### config.mk
export PLATFORM = sky130hd
export DESIGN_NAME = fetch_queue_flat
export DESIGN_NICKNAME = d
export VERILOG_FILES = /design/src/rtl/fetch_queue_pkg.sv /design/src/rtl/fetch_queue_if.sv /design/src/rtl/fq_fifo.sv /design/src/rtl/fetch_queue.sv /design/src/flat_wrapper.sv
export SDC_FILE = /design/constraint.sdc
export NUM_CORES = 1
export LEC_CHECK = 0
export ABC_AREA = 1
export CELL_PAD_IN_SITES_DETAIL_PLACEMENT = 1
export CELL_PAD_IN_SITES_GLOBAL_PLACEMENT = 2
export CORE_UTILIZATION = 35
export DETAILED_ROUTE_END_ITERATION = 12
export PLACE_DENSITY_LB_ADDON = 0.25
export SLEW_MARGIN = 15
export SYNTH_ARGS = -nofsm -noshare
export SYNTH_HDL_FRONTEND = slang
export SYNTH_HIERARCHICAL = 1
export SYNTH_SLANG_ARGS = --single-unit
### constraint.sdc
create_clock -name clk -period 6.2 [get_ports clk]
set_input_delay 1.55 -clock clk [delete_from_list [all_inputs] [get_ports clk]]
set_output_delay 1.55 -clock clk [all_outputs]
set_load 0.05 [all_outputs]
### src/rtl/fetch_queue_pkg.sv
// Shared MIPS front-end types: instruction/address words, the tagged fetch entry,
// and the default HALT encoding used to stop instruction fetch.
package mips_pkg;

    typedef logic [31:0] word_t;
    typedef logic [31:0] addr_t;

    typedef struct packed {
        word_t instr;
        addr_t pc;
    } fetch_entry_t;

    localparam word_t NOP_WORD          = 32'h0000_0000;
    localparam word_t DEFAULT_HALT_WORD = 32'hFFFF_FFFF;

    function automatic addr_t align_word(input addr_t addr);
        return {addr[31:2], 2'b00};
    endfunction

endpackage

### src/rtl/fetch_queue_if.sv
// Fetch-to-decode handshake: the head of the fetch queue plus decode's accept signal.
interface fetch_queue_if;
    import mips_pkg::*;

    logic  dec_valid;
    word_t dec_instr;
    addr_t dec_pc;
    logic  dec_ready;

    modport master (output dec_valid, dec_instr, dec_pc, input dec_ready);
    modport slave  (input dec_valid, dec_instr, dec_pc, output dec_ready);

endinterface

### src/rtl/fq_fifo.sv
// Circular FIFO of fetch entries with synchronous flush; push and pop may coincide.
module fq_fifo
    import mips_pkg::*;
#(
    parameter  int DEPTH = 4,
    localparam int AW    = $clog2(DEPTH),
    localparam int CW    = AW + 1
) (
    input  logic          clk,
    input  logic          reset,
    input  logic          push_i,
    input  logic          pop_i,
    input  logic          flush_i,
    input  fetch_entry_t  wdata_i,
    output fetch_entry_t  head_o,
    output logic [CW-1:0] count_o,
    output logic          empty_o,
    output logic          full_o
);

    fetch_entry_t  mem_q [DEPTH];
    logic [AW-1:0] wr_ptr_q, rd_ptr_q;
    logic [CW-1:0] count_q;

    always_ff @(posedge clk) begin
        if (reset || flush_i) begin
            wr_ptr_q <= '0;
            rd_ptr_q <= '0;
            count_q  <= '0;
        end else begin
            if (push_i) wr_ptr_q <= wr_ptr_q + AW'(1);
            if (pop_i)  rd_ptr_q <= rd_ptr_q + AW'(1);
            count_q <= count_q + CW'(push_i) - CW'(pop_i);
        end
    end

    // NOTE: storage needs no reset; an entry is only read once count says it was written.
    always_ff @(posedge clk) begin
        if (push_i && !flush_i) mem_q[wr_ptr_q] <= wdata_i;
    end

    assign empty_o = (count_q == '0);
    assign full_o  = (count_q == CW'(DEPTH));
    assign count_o = count_q;
    assign head_o  = empty_o ? '{instr: NOP_WORD, pc: '0} : mem_q[rd_ptr_q];

endmodule

### src/rtl/fetch_queue.sv
// Instruction-fetch front end: owns the PC, issues to a 1-cycle imem, queues tagged words for decode.
// Optional FETCH_STATS_EN adds saturating fetch/flush/stall counters.
module fetch_queue
    import mips_pkg::*;
#(
    parameter int    DEPTH     = 4,
    parameter addr_t RESET_PC  = 32'h0000_0000,
    parameter word_t HALT_WORD = DEFAULT_HALT_WORD
) (
    input  logic                 clk,
    input  logic                 reset,
    output logic                 imem_req,
    output addr_t                imem_addr,
    input  word_t                imem_rdata,
    input  logic                 redirect,
    input  addr_t                redirect_pc,
    fetch_queue_if.master        dec,
    output logic                 halted
`ifdef FETCH_STATS_EN
    ,
    output logic [31:0]          stat_fetched,
    output logic [15:0]          stat_flushes,
    output logic [31:0]          stat_stall_cycles
`endif
);

    localparam int CW = $clog2(DEPTH) + 1;

    addr_t        pc_q, pc_d;
    addr_t        issued_pc_q, issued_pc_d;
    logic         inflight_q, inflight_d;
    logic         squash_q, squash_d;
    logic         halted_q, halted_d;

    logic [CW-1:0] count;
    logic [CW:0]   occupancy;
    logic          empty, full, pop, push, issue;
    fetch_entry_t  head;

    assign pop = ~empty & dec.dec_ready & ~redirect;

    // Credit check: entries queued plus the one returning, minus the one leaving now.
    assign occupancy = {1'b0, count} + (CW+1)'(inflight_q) - (CW+1)'(pop);
    assign issue     = ~reset & ~redirect & ~halted_q & (occupancy < (CW+1)'(DEPTH));

    // Once halted, a word still returning was fetched past the HALT and is dropped.
    assign push = inflight_q & ~squash_q & ~redirect & ~halted_q & (~full | pop);

    always_comb begin
        // NOTE: every _d gets a default first so no path leaves it unassigned (no latches).
        pc_d        = pc_q;
        issued_pc_d = issued_pc_q;
        inflight_d  = 1'b0;
        squash_d    = 1'b0;
        halted_d    = halted_q;
        if (redirect) begin
            pc_d     = align_word(redirect_pc);
            squash_d = 1'b1;
            halted_d = 1'b0;
        end else begin
            inflight_d = issue;
            if (issue) begin
                pc_d        = pc_q + 32'd4;
                issued_pc_d = pc_q;
            end
            if (push && imem_rdata == HALT_WORD) halted_d = 1'b1;
        end
    end

    // NOTE: state registers use non-blocking assignments only; next-state math lives above.
    always_ff @(posedge clk) begin
        if (reset) begin
            pc_q        <= RESET_PC;
            issued_pc_q <= RESET_PC;
            inflight_q  <= 1'b0;
            squash_q    <= 1'b0;
            halted_q    <= 1'b0;
        end else begin
            pc_q        <= pc_d;
            issued_pc_q <= issued_pc_d;
            inflight_q  <= inflight_d;
            squash_q    <= squash_d;
            halted_q    <= halted_d;
        end
    end

    fq_fifo #(.DEPTH(DEPTH)) u_fifo (
        .clk     (clk),
        .reset   (reset),
        .push_i  (push),
        .pop_i   (pop),
        .flush_i (redirect),
        .wdata_i ('{instr: imem_rdata, pc: issued_pc_q}),
        .head_o  (head),
        .count_o (count),
        .empty_o (empty),
        .full_o  (full)
    );

    assign imem_req      = issue;
    assign imem_addr     = pc_q;
    assign dec.dec_valid = ~empty;
    assign dec.dec_instr = head.instr;
    assign dec.dec_pc    = head.pc;
    assign halted        = halted_q;

`ifdef FETCH_STATS_EN
    logic [31:0] fetched_q;
    logic [15:0] flushes_q;
    logic [31:0] stalls_q;

    always_ff @(posedge clk) begin
        if (reset) begin
            fetched_q <= '0;
            flushes_q <= '0;
            stalls_q  <= '0;
        end else begin
            if (push && fetched_q != '1)                      fetched_q <= fetched_q + 32'd1;
            if (redirect && flushes_q != '1)                  flushes_q <= flushes_q + 16'd1;
            if (~empty && ~dec.dec_ready && stalls_q != '1)   stalls_q  <= stalls_q + 32'd1;
        end
    end

    assign stat_fetched      = fetched_q;
    assign stat_flushes      = flushes_q;
    assign stat_stall_cycles = stalls_q;
`endif

endmodule

### src/flat_wrapper.sv
// flat-port wrapper written by rule: the top's interface ports become plain ports
module fetch_queue_flat import mips_pkg::*;
#(
    parameter int    DEPTH     = 4,
    parameter addr_t RESET_PC  = 32'h0000_0000,
    parameter word_t HALT_WORD = DEFAULT_HALT_WORD
)
  (clk, reset, imem_req, imem_addr, imem_rdata, redirect, redirect_pc, halted, dec_dec_valid, dec_dec_instr, dec_dec_pc, dec_dec_ready);
  fetch_queue_if dec_i ();
  input  logic clk;
  input  logic reset;
  output logic imem_req;
  output addr_t imem_addr;
  input  word_t imem_rdata;
  input  logic redirect;
  input  addr_t redirect_pc;
  output logic halted;
  output wire logic [$bits(dec_i.dec_valid)-1:0] dec_dec_valid;
  output wire logic [$bits(dec_i.dec_instr)-1:0] dec_dec_instr;
  output wire logic [$bits(dec_i.dec_pc)-1:0] dec_dec_pc;
  input wire logic [$bits(dec_i.dec_ready)-1:0] dec_dec_ready;
  assign dec_dec_valid = dec_i.dec_valid;
  assign dec_dec_instr = dec_i.dec_instr;
  assign dec_dec_pc = dec_i.dec_pc;
  assign dec_i.dec_ready = dec_dec_ready;
  fetch_queue #(.DEPTH(DEPTH), .RESET_PC(RESET_PC), .HALT_WORD(HALT_WORD)) u_core (.clk(clk), .reset(reset), .imem_req(imem_req), .imem_addr(imem_addr), .imem_rdata(imem_rdata), .redirect(redirect), .redirect_pc(redirect_pc), .dec(dec_i), .halted(halted));
endmodule
==> results.ini, run 1 <==
[run_status]
status=complete, no violations

[clock_network]
cts.sinks=328
ctsResizeCount=0
ctsHtreeMaxLevel=2
ctsRootBufferMaster=clkbuf_16
hold_buffers=0
insertion_delay_ps=530
numCtsBuffers=38
clk_pin_slew_ps=60
cts_max_path_buffers=3
postCtsSetupRepairBufs=0
cts_tree=built

[detailed_routing]
antenna_left=0
firstDrtPassIters=4
via_count=11200
drt_wl_total_um=41300
via_per_inst=4.72
post-route-drc-count=0
first_iter_violations=436
wire_per_inst_um=17.4

[logic_synthesis]
yosysSeqAreaShare=0.607
synth_compound_area_frac=0.0607
synth-simple-area-share=0.211
synthAdderAreaFrac=0.00965
ys_types=41
ys_ff_latch=328
yosysTopAreaCell=edfxtp_1
synth.avg_cell_area_sq_um=9.10
syn_inst=1652
synth_area_sq_um=15000
synth_xor_area_frac=0
yosysWarnings=6
synthMuxAreaShare=0.000749
synth_top_area_frac=0.511
synthTopCellsByArea=edfxtp_1 51%, nand2_1 11%, dfxtp_1 9.6%
synth_top_family_by_area=simple AND/OR/NAND/NOR gates

[grt]
grt_max_degree=93
grt.total_usage=0.193
globalRoute.totalOverflow=0
grt_pass1_wl_um=64900
antenna_found_initial=0
grt_pass1_vias=11800

[timing]
slew_viol_final=0
tightest_slew_ps=1040
min_period_over_period=0.846
fin_crit_ps=5250
max_freq_mhz=191
setup_slack_ps=954
setup_violations=0
fin_setup_tns_ps=0
finClkSkew_ps=12.1
max_slew_margin=0.308
final_hold_viol_count=0
rsz0062_at_grt=no

[layout]
utilization=0.435
final_area_sq_um=18300
drive_gt1_frac=0.0644
synthToLayoutAreaGrowth_pct=22.0
fin_nets=1882
fill_cells=4799
antenna_cells=0

[die]
die-area_sq_um=43800
ios=167
core-area_sq_um=42100
die_h_um=209
rows=75
initial_core_util=0.357
fp.dieW_um=209

[power]
combPwrFrac=0.069
p_leak_uw=0.00761
swShare=0.232
seq_power_share=0.498
p_per_area_nw_per_um2=270
worst_ir_drop_vdd_uv=169
power.internal_uw=3800
power.switching_uw=1150
power.share.clock=0.433

[worst_setup_path]
cp-end-kind=output port
cpPeakStageDelay_ps=880
crit_required_ps=4650
path_class=register to output port
cp.arrival_ps=3700
crit_family=buffers and inverters
r2r_slack_ps=3090
start_kind=register
timing.critical_path.slowest_stage_cell=clkdlybuf4s50_1
cp_cell_sequence=inv_4, buf_4, nand2_1, nand3_1, a21oi_1, clkdlybuf4s50_1
crit_buf_inv=3
crit_path_max_fanout=92

[placement]
gp_congestion=0.781
pre_cts_slack_ps=1030
dp_hpwl_um=26200
place_area_sq_um=17100
io_buffers=162

[job]
cap_violations=0

[hold_path]
hold_path.class=register to register

## metrics by stage
step | hold WS [ps] | total power, uW | instances
after floorplan | 412 | 2700 | 1661
after global placement | 420 | 2850 | 2302
after detailed placement | 425 | 2850 | 2302
after CTS | 441 | 5020 | 2370
after global routing | 471 | 5140 | 2370
final | 441 | 4950 | 2370
## cell families after synthesis
group                      after synthesis
AOI/OAI and AO/OA                      174
adders and majority gates               11
buffers and inverters                  402
DFF                                    328
muxes                                    1
other                                    1
and+or+nand+nor                        735
## Yosys cell counts
library cell and instances:
clkbuf_8 2, o21ai_0 31, clkinv_2 1, clkinv_1 1, nand3_4 1, ha_1 10
clkbuf_1 12, nor2_8 2, conb_1 1, inv_2 5, and2_1 1, mux2_2 1
dfxtp_1 72, inv_6 1, buf_2 42, buf_1 1, a21boi_1 7, dlymetal6s2s_1 1
nand2_2 7, inv_1 320, nor2_2 6, a21oi_2 6, nor2_4 4, nand2_1 448
nor4_1 2, o21ai_1 12, a21oi_1 117, nand4_1 9, o21bai_1 1, buf_4 13
nand3_1 183, buf_6 2, or2_2 1, nand3b_1 1, edfxtp_1 256, nor2_1 64
nand3_2 1, fa_1 1, nor3_1 1, dlygate4sd1_1 1, nand2_4 4
## final timing paths
path	to	cells after the start	startpoint
setup / recovery	dec_dec_instr[23]	6	register
hold / removal	register	1	u_core/u_fifo/rd_ptr_q[1]
setup reg to reg	u_core/u_fifo/mem_q[0][58]	8	u_core/u_fifo/count_o[2]
hold reg to reg	register	1	u_core/u_fifo/rd_ptr_q[1]
## layer usage
| layer | GRT usage | wire [um] | vias up |
|---|---|---|---|
| met5 | 0 | 0 | - |
| met4 | 0.0479 | 728 | 0 |
| met3 | 0.0341 | 1630 | 54 |
| met2 | 0.341 | 20600 | 189 |
| met1 | 0.243 | 18400 | 5390 |
| li1 | - | - | 5565 |
## flip-flops by register name, indices dropped and copies added (netlist names), named ones only
signal	flops
u_core/u_fifo/rd_ptr_q	2
u_core/issued_pc_q	30
u_core/u_fifo/count_o	3
u_core/halted	1
u_core/u_fifo/mem_q	256
u_core/u_fifo/wr_ptr_q	2
u_core/inflight_q	1
u_core/squash_q	1
u_core/imem_addr	30
## worst register-to-register path: cells and delay by family (launching register included)
| family | cells | cell delay, ps |
|---|---|---|
| AND/OR/NAND/NOR | 4 | 1250 |
| buffers and inverters | 3 | 680 |
| flip-flops | 1 | 450 |
| AO/OA/AOI/OAI | 1 | 380 |
## power by group through the flow
stage / sequential (uW) / clock [uW] / combinational (uW)
after floorplan: 2530 / 0 / 168
after global placement: 2500 / 0 / 341
after detailed placement: 2510 / 0 / 346
after CTS: 2460 / 2210 / 348
after global routing: 2470 / 2300 / 373
final: 2460 / 2140 / 343
## cell usage in the layout, fill, tap and decap left out, types with 2 or more instances in the layout
cell type | netlist | layout
nor2_1 | 64 | 60
buf_4 | 13 | 10
nor2_2 | 6 | 6
nor2_8 | 2 | 2
inv_4 | 0 | 2
conb_1 | 1 | 10
a21oi_1 | 117 | 117
dfxtp_1 | 72 | 70
nand4_1 | 9 | 9
o21ai_0 | 31 | 31
nor2_4 | 4 | 8
a21oi_2 | 6 | 6
clkbuf_16 | 0 | 40
edfxtp_1 | 256 | 256
o21ai_1 | 12 | 12
clkbuf_8 | 2 | 4
nand2_4 | 4 | 4
ha_1 | 10 | 10
inv_6 | 1 | 4
a21boi_1 | 7 | 7
clkinv_1 | 1 | 10
clkinv_2 | 1 | 6
buf_12 | 0 | 5
nand3_1 | 183 | 183
nand2_2 | 7 | 7
clkdlybuf4s50_1 | 0 | 160
inv_2 | 5 | 3
clkbuf_1 | 12 | 4
nor4_1 | 2 | 2
nand2_1 | 448 | 448
inv_1 | 320 | 320
## cell type report
cell class | instances | area (sq um) | area share
Sequential cell | 328 | 9130 | 0.498
Multi-Input combinational cell | 931 | 4310 | 0.235
Timing Repair Buffer | 176 | 1780 | 0.0971
Inverter | 328 | 1240 | 0.0676
Clock buffer | 48 | 1070 | 0.0584
Tap cell | 539 | 674 | 0.0368
Clock inverter | 20 | 133 | 0.00723
Power figures use the tool's default switching activity.
==> run 2: changes to the inputs <==
CORE_UTILIZATION = 32   (was 35)
clock period = 4.2 ns   (was 6.2 ns; I/O delays follow)
==> results.ini, run 2 (synthesis results as in run 1) <==
[worst_setup_path]
ff2ff_path_depth=17
reg2reg_to=u_core/imem_addr[21]
crit_required_ps=3150
cp-end-kind=output port
regToRegStartpoint=u_core/u_fifo/count_o[1]
path_class=input port to output port
r2r_slack_ps=1290
cp_cell_sequence=clkdlybuf4s50_1, nand2_1, nor2_2, ha_1, inv_1, ha_1, nand4_1, nand2_1, nand2_1, nand2_2, nor2_8, buf_12
crit_path_max_fanout=3
crit_top_cell=nand2_1
cp.arrival_ps=2930
start_kind=input port
cpPeakStageDelay_ps=460
timing.critical_path.slowest_stage_cell=clkdlybuf4s50_1

[detailed_routing]
drt_wl_total_um=42400
wire_per_inst_um=17.3
post-route-drc-count=0
via_per_inst=4.59
antenna_left=0
via_count=11200
first_iter_violations=478
firstDrtPassIters=4

[clock_network]
ctsRootBufferMaster=clkbuf_16
postCtsSetupRepairBufs=0
clk_pin_slew_ps=50
numCtsBuffers=38
insertion_delay_ps=540
cts_tree=built
hold_buffers=0
ctsHtreeMaxLevel=2
cts_max_path_buffers=3
cts.sinks=328

[grt]
grt_pass1_vias=11800
globalRoute.totalOverflow=0
grt_pass1_wl_um=65500
grt_max_degree=129
grt.total_usage=0.179
antenna_found_initial=0

[placement]
gp_congestion=0.814
dp_hpwl_um=26700
io_buffers=162

[timing]
rsz0062_at_grt=no
max_freq_mhz=251
fin_setup_tns_ps=0
finClkSkew_ps=23.8
tightest_slew_ps=715
min_period_over_period=0.948
hold_slack_ps=470
fin_crit_ps=3980
final_hold_viol_count=0
slew_viol_final=0
max_slew_margin=0.523
setup_violations=0

[die]
ios=167
initial_core_util=0.324
rows=79
core-area_sq_um=46500
die-area_sq_um=47900
fp.dieW_um=219
die_h_um=219

[layout]
final_common_cell=nand2_1
drive_gt1_frac=0.0885
final_cell_mix=447 x nand2_1, 320 x inv_1, 256 x edfxtp_1
top_register=u_core/u_fifo/mem_q
antenna_cells=0
fin_nets=1892
fill_cells=5354
synthToLayoutAreaGrowth_pct=22.8
largest_reg_flops=256

[power]
p_per_area_nw_per_um2=397
power_uw=7340
worst_ir_drop_vdd_uv=211
p_leak_uw=0.00775

[hold_path]
holdCritStartpoint=u_core/u_fifo/rd_ptr_q[1]
whs_path_depth=1
hold_path.class=register to register

[run_status]
status=complete, no violations

[job]
cap_violations=0

run 2: where the power goes:
group	total (uW)	internal, uW	switching [uW]
sequential	3630	3560	72.2
combinational	509	175	334
clock	3200	1920	1270
run 2: timing repair:
action	4_1_cts	5_1_grt
endpoints found under the setup margin	0	1
resized for setup	0	2
endpoints found under the hold margin	0	0
run 2: worst max path at each step:
stage	endpoint	slack, ps	startpoint	depth (start not counted)
6_report	imem_req	220	dec_dec_ready	12
5_1_grt	imem_req	40	dec_dec_ready	13
4_1_cts	imem_req	80	dec_dec_ready	13
3_5_place_dp	imem_req	90	dec_dec_ready	13
3_3_place_gp	imem_req	130	dec_dec_ready	13
2_1_floorplan	u_core/u_fifo/mem_q[0][0]	-940	redirect	7
run 2: cell type report:
class,instances,area (sq um),area share
flip-flops and latches,328,9130,0.495
multi-input cells,931,4320,0.234
repair buffers,186,1820,0.0987
inverters,328,1240,0.0671
clock buffers,53,1050,0.0568
well taps,607,759,0.0411
clock inverters,15,145,0.00786
run 2: through the flow:
step           cell area [sq um]  std cells  setup slack [ps]  utilization
2_1_floorplan              15100       1661              -936            -
3_3_place_gp               17300       2380               127        0.372
3_5_place_dp               17300       2380              87.8        0.372
4_1_cts                    18500       2448              76.4        0.397
5_1_grt                    18500       2448              44.3        0.397
6_report                   18500       2448               218        0.397
run 2: routing by layer:
| layer | share of wire | GRT usage | vias up |
|---|---|---|---|
| li1 | - | - | 5579 |
| met1 | 0.45 | 0.229 | 5399 |
| met2 | 0.48 | 0.309 | 192 |
| met3 | 0.036 | 0.0272 | 58 |
| met4 | 0.026 | 0.0611 | 0 |
| met5 | 0 | 0 | - |
run 2: worst max-delay path: cells and delay by family:
kind	cells	cell delay (ps)
simple gates	7	790
buf+inv	3	650
fa+ha+maj	2	430
